===== src/rtl/mem_wb_multi_if.sv =====
// One pipeline-stage bundle of write-back channels plus the HI/LO write.
// Used twice per register: MEM-side inputs (slave) and WB-side outputs (master).
interface mem_wb_multi_if #(
  parameter int unsigned NCH    = 2,
  parameter int unsigned DATA_W = 32,
  parameter int unsigned ADDR_W = 5
) ();
  logic [NCH-1:0]        valid;
  logic [NCH*ADDR_W-1:0] wd;
  logic [NCH-1:0]        wreg;
  logic [NCH*DATA_W-1:0] wdata;
  logic                  whilo;
  logic [DATA_W-1:0]     hi;
  logic [DATA_W-1:0]     lo;

  modport master (output valid, wd, wreg, wdata, whilo, hi, lo);
  modport slave  (input  valid, wd, wreg, wdata, whilo, hi, lo);
endinterface


===== src/rtl/mem_wb_multi.sv =====
// MEM/WB pipeline register: bubble/hold stall semantics, younger-wins destination
// collision resolution and a retired-instruction counter.
module mem_wb_multi #(
  parameter int unsigned NCH    = 2,
  parameter int unsigned DATA_W = 32,
  parameter int unsigned ADDR_W = 5,
  parameter int unsigned CNT_W  = 32
) (
  input  logic               clk,
  input  logic               rst,
  input  logic               flush,
  input  logic               stall_mem,
  input  logic               stall_wb,
  mem_wb_multi_if.slave      mem,
  mem_wb_multi_if.master     wb,
  output logic [CNT_W-1:0]   retire_cnt
);

  typedef enum logic [1:0] {ActCapture, ActBubble, ActHold} act_e;

  act_e                  act;
  logic [NCH-1:0]        wreg_raw;
  logic [NCH-1:0]        wreg_res;
  logic [CNT_W-1:0]      pop;

  logic [NCH-1:0]        valid_q;
  logic [NCH*ADDR_W-1:0] wd_q;
  logic [NCH-1:0]        wreg_q;
  logic [NCH*DATA_W-1:0] wdata_q;
  logic                  whilo_q;
  logic [DATA_W-1:0]     hi_q;
  logic [DATA_W-1:0]     lo_q;
  logic [CNT_W-1:0]      cnt_q;

  // Flush beats everything; stall_mem without stall_wb drains a bubble into WB.
  always_comb begin
    act = ActCapture;
    if (flush) begin
      act = ActBubble;
    end else if (stall_mem && !stall_wb) begin
      act = ActBubble;
    end else if (!stall_mem) begin
      act = ActCapture;
    end else begin
      act = ActHold;
    end
  end

  always_comb begin
    wreg_raw = '0;
    wreg_res = '0;
    pop      = '0;
    for (int i = 0; i < NCH; i++) begin
      wreg_raw[i] = mem.wreg[i] & mem.valid[i] & (mem.wd[i*ADDR_W +: ADDR_W] != '0);
      pop         = pop + CNT_W'(mem.valid[i]);
    end
    // A younger slot writing the same register supersedes the older one.
    for (int i = 0; i < NCH; i++) begin
      wreg_res[i] = wreg_raw[i];
      for (int j = i + 1; j < NCH; j++) begin
        if (wreg_raw[j] && (mem.wd[j*ADDR_W +: ADDR_W] == mem.wd[i*ADDR_W +: ADDR_W])) begin
          wreg_res[i] = 1'b0;
        end
      end
    end
  end

  always_ff @(posedge clk) begin
    if (!rst) begin
      valid_q <= '0;
      wd_q    <= '0;
      wreg_q  <= '0;
      wdata_q <= '0;
      whilo_q <= 1'b0;
      hi_q    <= '0;
      lo_q    <= '0;
      cnt_q   <= '0;
    end else begin
      unique case (act)
        ActBubble: begin
          valid_q <= '0;
          wd_q    <= '0;
          wreg_q  <= '0;
          wdata_q <= '0;
          whilo_q <= 1'b0;
          hi_q    <= '0;
          lo_q    <= '0;
        end
        ActCapture: begin
          valid_q <= mem.valid;
          wd_q    <= mem.wd;
          wreg_q  <= wreg_res;
          wdata_q <= mem.wdata;
          whilo_q <= mem.whilo & (|mem.valid);
          hi_q    <= mem.hi;
          lo_q    <= mem.lo;
          cnt_q   <= cnt_q + pop;
        end
        default: ;
      endcase
    end
  end

  assign wb.valid   = valid_q;
  assign wb.wd      = wd_q;
  assign wb.wreg    = wreg_q;
  assign wb.wdata   = wdata_q;
  assign wb.whilo   = whilo_q;
  assign wb.hi      = hi_q;
  assign wb.lo      = lo_q;
  assign retire_cnt = cnt_q;

endmodule


===== src/flat_wrapper.sv =====
// flat-port wrapper written by rule: the top's interface ports become plain ports
module mem_wb_multi_flat 
#(
  parameter int unsigned NCH    = 2,
  parameter int unsigned DATA_W = 32,
  parameter int unsigned ADDR_W = 5,
  parameter int unsigned CNT_W  = 32
)
  (clk, rst, flush, stall_mem, stall_wb, retire_cnt, mem_valid, mem_wd, mem_wreg, mem_wdata, mem_whilo, mem_hi, mem_lo, wb_valid, wb_wd, wb_wreg, wb_wdata, wb_whilo, wb_hi, wb_lo);
  mem_wb_multi_if #(.NCH(NCH), .DATA_W(DATA_W), .ADDR_W(ADDR_W)) mem_i ();
  mem_wb_multi_if #(.NCH(NCH), .DATA_W(DATA_W), .ADDR_W(ADDR_W)) wb_i ();
  input  logic clk;
  input  logic rst;
  input  logic flush;
  input  logic stall_mem;
  input  logic stall_wb;
  output logic [CNT_W-1:0] retire_cnt;
  input wire logic [$bits(mem_i.valid)-1:0] mem_valid;
  input wire logic [$bits(mem_i.wd)-1:0] mem_wd;
  input wire logic [$bits(mem_i.wreg)-1:0] mem_wreg;
  input wire logic [$bits(mem_i.wdata)-1:0] mem_wdata;
  input wire logic [$bits(mem_i.whilo)-1:0] mem_whilo;
  input wire logic [$bits(mem_i.hi)-1:0] mem_hi;
  input wire logic [$bits(mem_i.lo)-1:0] mem_lo;
  output wire logic [$bits(wb_i.valid)-1:0] wb_valid;
  output wire logic [$bits(wb_i.wd)-1:0] wb_wd;
  output wire logic [$bits(wb_i.wreg)-1:0] wb_wreg;
  output wire logic [$bits(wb_i.wdata)-1:0] wb_wdata;
  output wire logic [$bits(wb_i.whilo)-1:0] wb_whilo;
  output wire logic [$bits(wb_i.hi)-1:0] wb_hi;
  output wire logic [$bits(wb_i.lo)-1:0] wb_lo;
  assign mem_i.valid = mem_valid;
  assign mem_i.wd = mem_wd;
  assign mem_i.wreg = mem_wreg;
  assign mem_i.wdata = mem_wdata;
  assign mem_i.whilo = mem_whilo;
  assign mem_i.hi = mem_hi;
  assign mem_i.lo = mem_lo;
  assign wb_valid = wb_i.valid;
  assign wb_wd = wb_i.wd;
  assign wb_wreg = wb_i.wreg;
  assign wb_wdata = wb_i.wdata;
  assign wb_whilo = wb_i.whilo;
  assign wb_hi = wb_i.hi;
  assign wb_lo = wb_i.lo;
  mem_wb_multi #(.NCH(NCH), .DATA_W(DATA_W), .ADDR_W(ADDR_W), .CNT_W(CNT_W)) u_core (.clk(clk), .rst(rst), .flush(flush), .stall_mem(stall_mem), .stall_wb(stall_wb), .mem(mem_i), .wb(wb_i), .retire_cnt(retire_cnt));
endmodule

===== config.mk =====
export PLATFORM = sky130hd
export DESIGN_NAME = mem_wb_multi_flat
export DESIGN_NICKNAME = d
export VERILOG_FILES = /design/src/rtl/mem_wb_multi_if.sv /design/src/rtl/mem_wb_multi.sv /design/src/flat_wrapper.sv
export SDC_FILE = /design/constraint.sdc
export NUM_CORES = 1
export LEC_CHECK = 0
export BUFFER_PORTS_ARGS = -buffer_cell sky130_fd_sc_hd__buf_2
export CAP_MARGIN = 5
export CORE_ASPECT_RATIO = 0.7
export CORE_UTILIZATION = 40
export CTS_CLUSTER_SIZE = 30
export DETAILED_ROUTE_END_ITERATION = 10
export HOLD_SLACK_MARGIN = 0.15
export PLACE_DENSITY = 0.74
export RECOVER_POWER = 100
export SLEW_MARGIN = 20
export SYNTH_ARGS = -nofsm -noshare
export SYNTH_HDL_FRONTEND = slang
export SYNTH_SLANG_ARGS = --single-unit

===== constraint.sdc =====
create_clock -name clk -period 3.1 [get_ports clk]
set_input_delay 0.155 -clock clk [delete_from_list [all_inputs] [get_ports clk]]
set_output_delay 0.155 -clock clk [all_outputs]
set_load 0.01 [all_outputs]

# ---- Word level (Yosys, flattened, before mapping)
# Index checks and enable logic that the tools add are counted.
dict set report totals {
  reg_bits 175
  in_bits 148
  output_inout_bits 175
}
dict set report op_classes {
  add_sub_neg 2
  n_eq_ne 2
  mux 11
  n_bitwise 5
  reduce_logical 8
}
# cell count
set op_table {}
lappend op_table {{$pmux 32 s2} 2}
lappend op_table {{$pmux 64 s2} 1}
lappend op_table {{$add 32x32->32} 1}
lappend op_table {{$pmux 10 s2} 1}
lappend op_table {{$reduce_bool 5->1} 2}
lappend op_table {{$pmux 2 s2} 2}
lappend op_table {{$mux 2} 3}
lappend op_table {{$and 1x1->1} 5}
lappend op_table {{$eq 5x5->1} 1}
lappend op_table {{$add 1x1->2} 1}
lappend op_table {{$eq 2x1->1 const B} 1}
lappend op_table {{$logic_and 1x1->1} 2}
lappend op_table {{$logic_not 2->1} 1}
lappend op_table {{$pmux 1 s2} 1}
lappend op_table {{$reduce_bool 2->1} 1}
lappend op_table {{$reduce_or 2->1} 1}
lappend op_table {{$logic_not 1->1} 1}
lappend op_table {{$mux 1} 1}

# ---- Logic depth before layout (Yosys ltp)
# Gate-level depths: netlist of the first run.
dict set report depth {
  depth_word 6
  ltp_mapped 11
}

# ---- Worst setup path before layout of the first run
# OpenSTA, ideal clock, no wires.
dict set report synth_path {
  path_kind {input port to flip-flop}
  from {input port mem_valid[0]}
  to {register u_core.cnt_q[28] (netlist: u_core.retire_cnt[28])}
  setup_ns 0.070
  t_arrival_ns 2.824
  path_slack_ns 0.206
  stages 10
  n_path_buf 1
  cell_sequence {inv_1 > ha_1 > ha_1 > inv_1 > fa_1 > or4b_4 > or4_1 > clkbuf_2 > or4_1 > a21oi_1}
}
dict set report synth_between {
  elab_chain_cells 2
}
# element line
set synth_lines {}
lappend synth_lines {{start: declaration} flat_wrapper.sv:18} ;# input wire logic [$bits(mem_i.valid)-1:0] mem_valid;
lappend synth_lines {{$add 1x1->2} mem_wb_multi.sv:55} ;# pop = pop + CNT_W'(mem.valid[i]);
lappend synth_lines {{$add 32x32->32} mem_wb_multi.sv:97} ;# cnt_q <= cnt_q + pop;
lappend synth_lines {{end signal: assignment} mem_wb_multi.sv:97}
lappend synth_lines {{end: declaration} mem_wb_multi.sv:33} ;# logic [CNT_W-1:0] cnt_q;
# No other way between the ends.
# A chain may end at the register's enable or synchronous reset.

# ---- Worst setup path in the final report of the first run
dict set report layout_path {
  from {register u_core.cnt_q[0] (netlist: u_core.retire_cnt[0])}
  to {register u_core.cnt_q[22] (netlist: u_core.retire_cnt[22])}
}
dict set report layout_between {
  elab_chain_cells 1
}
# element line
set layout_lines {}
lappend layout_lines {{$add 32x32->32} mem_wb_multi.sv:97}
# No other way between the ends.

==> impl_metrics.env, run 1 <==
export IMPL_syn_area_sq_um=6370
export IMPL_grt_pass1_vias=6787
export IMPL_hold_worst_slack_ns=0.229
export IMPL_fin_setup_tns_ns=0
export IMPL_drt_drc_violations_left=0
export IMPL_wire_per_inst_um=16.9
export IMPL_yosysSeqAreaShare=0.550
export IMPL_p_total_mw=5.17
export IMPL_cts_tree="done"
export IMPL_grt_overflow=0
export IMPL_skew_ns=0.0123
export IMPL_insertion_delay_ns=0.42
export IMPL_p_int_mw=3.89
export IMPL_clock_root_buffer="clkbuf_16"
export IMPL_synth_edf_count=0
export IMPL_yosysUniqueCellTypes=34
export IMPL_ys_async_sr_fraction=0
export IMPL_first_pass_iters=5
export IMPL_ioPinCount=323
export IMPL_yosysTopAreaCell="dfxtp_1"
export IMPL_post_cts_resized=0
export IMPL_rows=38
export IMPL_slew_headroom=0.228
export IMPL_start_util=0.410
export IMPL_track_usage=0.266
export IMPL_hold_buffers=146
export IMPL_final_nets=1286
export IMPL_critical_path_cell_chain="ha_1 -> inv_1 -> fa_1 -> or4b_4 -> or4_1 -> buf_4 -> or4_1 -> a21oi_1"
export IMPL_cts_buffer_depth=2
export IMPL_ys_flop_type="dfxtp_1"
export IMPL_gp_congestion=0.845
export IMPL_run_status="finished, final reports clean"
export IMPL_rsz0062_at_grt="false"
export IMPL_grt_pass1_wl_um=34600
export IMPL_wl_um=22700
export IMPL_drtIter0Drc=695
export IMPL_crit_path_end_kind="register"
export IMPL_p_comb_frac=0.107
export IMPL_timing_max_cap_violations=0
export IMPL_pwr_share_clk=0.441
export IMPL_drive_gt1_frac=0.169
export IMPL_post_cts_setup_buffers=0
export IMPL_slowest_stage="or4b_4"
export IMPL_power_frac_seq=0.452
export IMPL_fin_crit_sh=0.961
export IMPL_clkSinkCount=175
export IMPL_die_height_um=108
export IMPL_ys_ff_latch=175
export IMPL_startpoint_type="register"
export IMPL_hp_class="in2reg"
export IMPL_yosys_warnings=0
export IMPL_worst_pin_slew_ns=1.16
export IMPL_power_leakage_nw=3.84
export IMPL_syn_num_nets=838
export IMPL_multi_input_area_sq_um=2620
export IMPL_tritoncts_num_buffers=17
export IMPL_dpl_cell_count=1168
export IMPL_synth_area_leaders="dfxtp_1, a22oi_1, nor2_1"
export IMPL_cp_required_ns=3.45
export IMPL_die_x_um=153
export IMPL_h_tree_depth=4
export IMPL_seq_area_sq_um=3500
export IMPL_p_sw_frac=0.247
export IMPL_timing_final_max_slew_violations=0
export IMPL_setup_viol=0
export IMPL_hold_viol_final=0
export IMPL_layoutNonFillerInstCount=1348
export IMPL_core_sq_um=15500
export IMPL_peakVddDrop_mv=0.310
export IMPL_max_clock_freq_ghz=0.336
export IMPL_areaGrowthSynthToFinish_pct=57.5
export IMPL_io_buffers=322
export IMPL_path_common_cell="or4_1"
export IMPL_drtAntennaViolNets=0
export IMPL_dp_hpwl_um=13500
export IMPL_arrival_ns=3.33
export IMPL_synth_cells=685
export IMPL_max_stage_delay_ns=0.55
export IMPL_clk_pin_slew_ns=0.07
export IMPL_p_sw_mw=1.28
export IMPL_antenna_found_initial=0
export IMPL_avgSynthCellArea_sq_um=9.31
export IMPL_cp_max_fo=15
export IMPL_power_density_nw_per_um2=515
export IMPL_grt_max_degree=79
export IMPL_fin_crit_ns=2.98
export IMPL_critPathKind="reg2reg"
export IMPL_vias=7125
export IMPL_n_fill_cell=1254
export IMPL_netlist_area_leader_share=0.550
export IMPL_dieArea_sq_um=16500
export IMPL_via_per_inst=5.29
[worst max-delay path: cells and delay by family, from the launching register on]
family / cells / cell delay [ns]
adder cells (fa/ha/maj): 2 / 0.56
AND/OR/NAND/NOR: 3 / 1.58
AO/OA/AOI/OAI: 1 / 0.16
buffers and inverters: 2 / 0.26
flip-flops: 1 / 0.35
[Yosys cell counts (all sizes together) (3+ instances only)]
cell      n
dfxtp   175
nor2    156
a22oi   140
clkbuf   50
nand2    20
a21oi    18
or4      15
inv      13
xnor2    12
o31ai    11
nand3    10
nor4     10
nand4     8
or3       8
o21ai     6
mux2i     5
buf       4
ha        4
and4      3
nand2b    3
nor3      3
xor2      3
[cell type report]
class                      instances  share of cell area
clock inverter                    14              0.0194
sequential                       175               0.349
tap                              200              0.0249
clock buffer                      18              0.0427
multi-input combinational        443               0.261
antenna                            2            0.000499
inverter                          13             0.00511
timing repair buffer             483               0.297
[per-stage QoR]
step / area (sq um) / utilization / setup WS, ns
2_1_floorplan: 6370 / - / 0.206
3_3_place_gp: 8220 / 0.528 / 0.0131
3_5_place_dp: 8220 / 0.528 / -0.0954
4_1_cts: 10300 / 0.663 / 0.133
5_1_grt: 10000 / 0.645 / 0.0108
6_report: 10000 / 0.646 / 0.120
[power groups by stage]
| stage | registers (mW) | clock network (mW) | logic (mW) |
|---|---|---|---|
| 2_1_floorplan | 2.41 | 0 | 0.172 |
| 3_3_place_gp | 2.38 | 0 | 0.407 |
| 3_5_place_dp | 2.38 | 0 | 0.412 |
| 4_1_cts | 2.33 | 2.30 | 0.557 |
| 5_1_grt | 2.34 | 2.41 | 0.595 |
| 6_report | 2.34 | 2.28 | 0.553 |
[cell families (layout without fill, tap and decap cells)]
| kind of cell | Yosys count | count (layout) | synth area share |
|---|---|---|---|
| simple gates | 240 | 240 | 0.170 |
| other cells | 0 | 2 | 0 |
| xor+xnor | 15 | 15 | 0.0206 |
| compound gates | 178 | 178 | 0.200 |
| mux | 5 | 5 | 0.00785 |
| buf+inv | 67 | 528 | 0.0410 |
| fa+ha+maj | 5 | 5 | 0.0110 |
| flops | 175 | 175 | 0.550 |
[registers in the layout (all words and copies together), names as in the netlist]
register / count
u_core.retire_cnt: 32
u_core.wb.hi: 32
u_core.wb.lo: 32
u_core.wb.valid: 2
u_core.wb.wd: 10
u_core.wb.wdata: 64
u_core.wb.whilo: 1
u_core.wb.wreg: 2
[metal layers]
metal | routed length (um) | vias up | GRT usage
met5 | 0 | - | 0
met4 | 624 | 0 | 0.124
met3 | 1580 | 53 | 0.0684
met2 | 10900 | 353 | 0.441
met1 | 9670 | 3360 | 0.325
li1 | - | 3359 | -
[path summary, 6_finish.rpt]
check | startpoint | to | slack, ns | cells after the start
max | u_core.retire_cnt[0] | u_core.retire_cnt[22] | 0.12 | 8
min | mem_wreg[1] | u_core.wb.wreg[1] | 0.23 | 4
max reg2reg | u_core.retire_cnt[0] | u_core.retire_cnt[22] | 0.12 | 8
min reg2reg | u_core.wb.wreg[1] | u_core.wb.wreg[1] | 0.46 | 2
[layout by cell type (no fill, tap or decap), drive strengths merged]
| master | Yosys | routed |
|---|---|---|
| clkbuf | 50 | 199 |
| o211ai | 1 | 1 |
| xor2 | 3 | 3 |
| and4 | 3 | 3 |
| a22oi | 140 | 140 |
| or3b | 1 | 1 |
| xnor2 | 12 | 12 |
| a32oi | 1 | 1 |
| or2 | 1 | 1 |
| o31ai | 11 | 11 |
| and3 | 1 | 1 |
| a21oi | 18 | 18 |
| bufinv | 0 | 3 |
| ha | 4 | 4 |
| or4 | 15 | 15 |
| nor3 | 3 | 3 |
| dfxtp | 175 | 175 |
| o21ai | 6 | 6 |
| nand2b | 3 | 3 |
| or4b | 1 | 1 |
| a211oi | 1 | 1 |
| fa | 1 | 1 |
| dlygate4sd3 | 0 | 146 |
| or3 | 8 | 8 |
| nand2 | 20 | 20 |
| nor4 | 10 | 10 |
| nand4 | 8 | 8 |
| mux2i | 5 | 5 |
| diode | 0 | 2 |
| clkinv | 0 | 4 |
| nand3 | 10 | 10 |
| inv | 13 | 20 |
| buf | 4 | 156 |
| nor2 | 156 | 156 |
Power figures use the tool's default switching activity.
==> run 2, diff against run 1 <==
--- a/config.mk
+++ b/config.mk
@@ -12,7 +12,7 @@
 export CTS_CLUSTER_SIZE = 30
 export DETAILED_ROUTE_END_ITERATION = 10
 export HOLD_SLACK_MARGIN = 0.15
-export PLACE_DENSITY = 0.74
+export PLACE_DENSITY = 0.72
 export RECOVER_POWER = 100
 export SLEW_MARGIN = 20
 export SYNTH_ARGS = -nofsm -noshare
==> constraint.sdc (replaced) <==
create_clock -name clk -period 2.95 [get_ports clk]
set_input_delay 0.1475 -clock clk [delete_from_list [all_inputs] [get_ports clk]]
set_output_delay 0.1475 -clock clk [all_outputs]
set_load 0.01 [all_outputs]
==> run 2 against run 1 <==
The flow now finishes with violations (max-capacitance violations, max-slew violations). Non-clock buffer count is 2 higher. Cell count is the same. Clock power barely moved. Count of clock-buffer cells in the layout unchanged. Via count up 0.14%. Wire length down 1.5%. Sequential share of layout area is 0.18 points lower. Combinational power up 5.6%. Setup slack improved by 0.024 ns. Core utilization rose by 0.36 points. Die area unchanged. Fmax rose by 6.2%. Critical path type unchanged. Critical endpoint unchanged.
==> impl_metrics.env, run 2 (same netlist as run 1, synthesis figures left out) <==
export IMPL_run_status="finished, violations left"
export IMPL_violations="max-capacitance violations, max-slew violations"
export IMPL_layoutNonFillerInstCount=1348
export IMPL_n_fill_cell=1292
export IMPL_wl_um=22400
export IMPL_grt_pass1_vias=6536
export IMPL_drtIter0Drc=651
export IMPL_slew_headroom=-0.0636
export IMPL_gp_congestion=0.836
export IMPL_startpoint_type="register"
export IMPL_multi_input_area_sq_um=2640
export IMPL_slowest_stage="or4b_4"
export IMPL_core_sq_um=15500
export IMPL_ioPinCount=323
export IMPL_largest_reg_flops=64
export IMPL_io_buffers=322
export IMPL_start_util=0.410
export IMPL_clkSinkCount=175
export IMPL_h_tree_depth=4
export IMPL_drive_gt1_frac=0.181
export IMPL_power_leakage_nw=3.87
export IMPL_seq_area_sq_um=3500
export IMPL_die_height_um=108
export IMPL_n_antenna_cell=0
export IMPL_fin_crit_sh=0.951
export IMPL_hold_viol_final=0
export IMPL_vias=7135
export IMPL_crit_buf_inv=2
export IMPL_max_clock_freq_ghz=0.356
export IMPL_cp_top_family="simple AND/OR/NAND/NOR gates"
export IMPL_timing_max_cap_violations=1
export IMPL_hold_worst_slack_ns=0.296
export IMPL_cp_max_fo=7
export IMPL_p_total_mw=5.34
export IMPL_clock_root_buffer="clkbuf_16"
export IMPL_cts_tree="done"
export IMPL_antenna_found_initial=0
export IMPL_grt_overflow=0
export IMPL_wire_per_inst_um=16.6
export IMPL_mostFrequentLayoutCells="clkbuf_1, dfxtp_1, nor2_1"
export IMPL_fin_crit_ns=2.81
export IMPL_final_common_cell="clkbuf_1"
export IMPL_first_pass_iters=8
export IMPL_die_x_um=153
export IMPL_insertion_delay_ns=0.42
export IMPL_via_per_inst=5.29
export IMPL_dp_slack_ns=-0.181
export IMPL_peakVddDrop_mv=0.310
export IMPL_critPathKind="reg2reg"
export IMPL_hp_class="in2reg"
export IMPL_critical_path_cell_chain="ha_1 -> inv_1 -> fa_2 -> or4b_4 -> or4_4 -> buf_8 -> or4_4 -> a21oi_1"
export IMPL_tritoncts_num_buffers=17
export IMPL_track_usage=0.257
export IMPL_clk_pin_slew_ns=0.07
export IMPL_setup_ws_ns=0.144
export IMPL_worst_pin_slew_ns=1.59
export IMPL_grt_pass1_wl_um=33600
export IMPL_grt_max_degree=71
export IMPL_final_nets=1288
export IMPL_drt_drc_violations_left=0
export IMPL_dieArea_sq_um=16500
export IMPL_arrival_ns=3.15
export IMPL_crit_path_end_kind="register"
export IMPL_dp_hpwl_um=13400
export IMPL_cts_buffer_depth=2
export IMPL_rsz0062_at_grt="false"
export IMPL_rows=38
export IMPL_max_stage_delay_ns=0.54
export IMPL_skew_ns=0.0170
export IMPL_power_density_nw_per_um2=529
export IMPL_setup_viol=0
export IMPL_timing_final_max_slew_violations=26
export IMPL_areaGrowthSynthToFinish_pct=58.4
export IMPL_drtAntennaViolNets=0
export IMPL_path_common_cell="or4_4"
export IMPL_dpl_cell_count=1169
export IMPL_cp_required_ns=3.29
==> run 2: changes by cell type in the layout (fill, tap and decap cells not counted), sizes merged <==
cell,delta
buf,+4
bufinv,-2
clkbuf,-2
clkinv,-2
clkinvlp,+2
diode,-2
inv,+2
==> run 2: through the flow <==
| step | setup TNS, ns | util | area (sq um) |
|---|---|---|---|
| 4_1_cts | 0 | 0.662 | 10300 |
| 2_1_floorplan | 0 | - | 6370 |
| 5_1_grt | 0 | 0.649 | 10100 |
| 3_5_place_dp | -1.32 | 0.529 | 8220 |
| 3_3_place_gp | -0.819 | 0.529 | 8220 |
| 6_report | 0 | 0.649 | 10100 |
==> run 2: metal layers <==
metal,vias to the layer above,wire (um),track usage
li1,3375,-,-
met1,3353,9300,0.319
met2,357,11100,0.441
met3,50,1570,0.0552
met4,0,478,0.0938
met5,-,0,0
==> run 2: what timing repair did <==
action | 4_1_cts | 5_1_grt
hold endpoints to repair | 148 | 0
setup endpoints to repair | 0 | 8
buffers inserted | 0 | 0
resized for setup | 0 | 13
hold buffers | 146 | 0
==> run 2: worst reg2reg max path, delay by kind of cell, from the launching register on <==
family / cells / cell delay, ns
AND/OR/NAND/NOR: 3 / 1.52
adder cells (fa/ha/maj): 2 / 0.50
flip-flops: 1 / 0.34
buffers and inverters: 2 / 0.22
AO/OA/AOI/OAI: 1 / 0.15
==> run 2: final cells by class <==
class / count / area share
clock buffer: 18 / 0.0435
tap: 200 / 0.0248
clock inverter: 14 / 0.0162
inverter: 13 / 0.00508
timing repair buffer: 485 / 0.302
sequential: 175 / 0.347
multi-input combinational: 443 / 0.262
==> run 2: final timing paths <==
check                        from               endpoint  slack, ns  cells past startpoint
max          u_core.retire_cnt[0]  u_core.retire_cnt[22]       0.14                      8
min                  mem_valid[0]        u_core.wb.whilo       0.30                      6
max reg2reg  u_core.retire_cnt[0]  u_core.retire_cnt[22]       0.14                      8
min reg2reg     u_core.wb.wreg[1]      u_core.wb.wreg[1]       0.46                      2
==> run 2: power breakdown <==
part / switching, mW / total, mW / leakage [nW] / internal, mW
registers: 0.0345 / 2.46 / 1.42 / 2.42
clock network: 1.06 / 2.30 / 0.292 / 1.24
logic: 0.282 / 0.584 / 2.16 / 0.302
total: 1.38 / 5.34 / 3.87 / 3.96
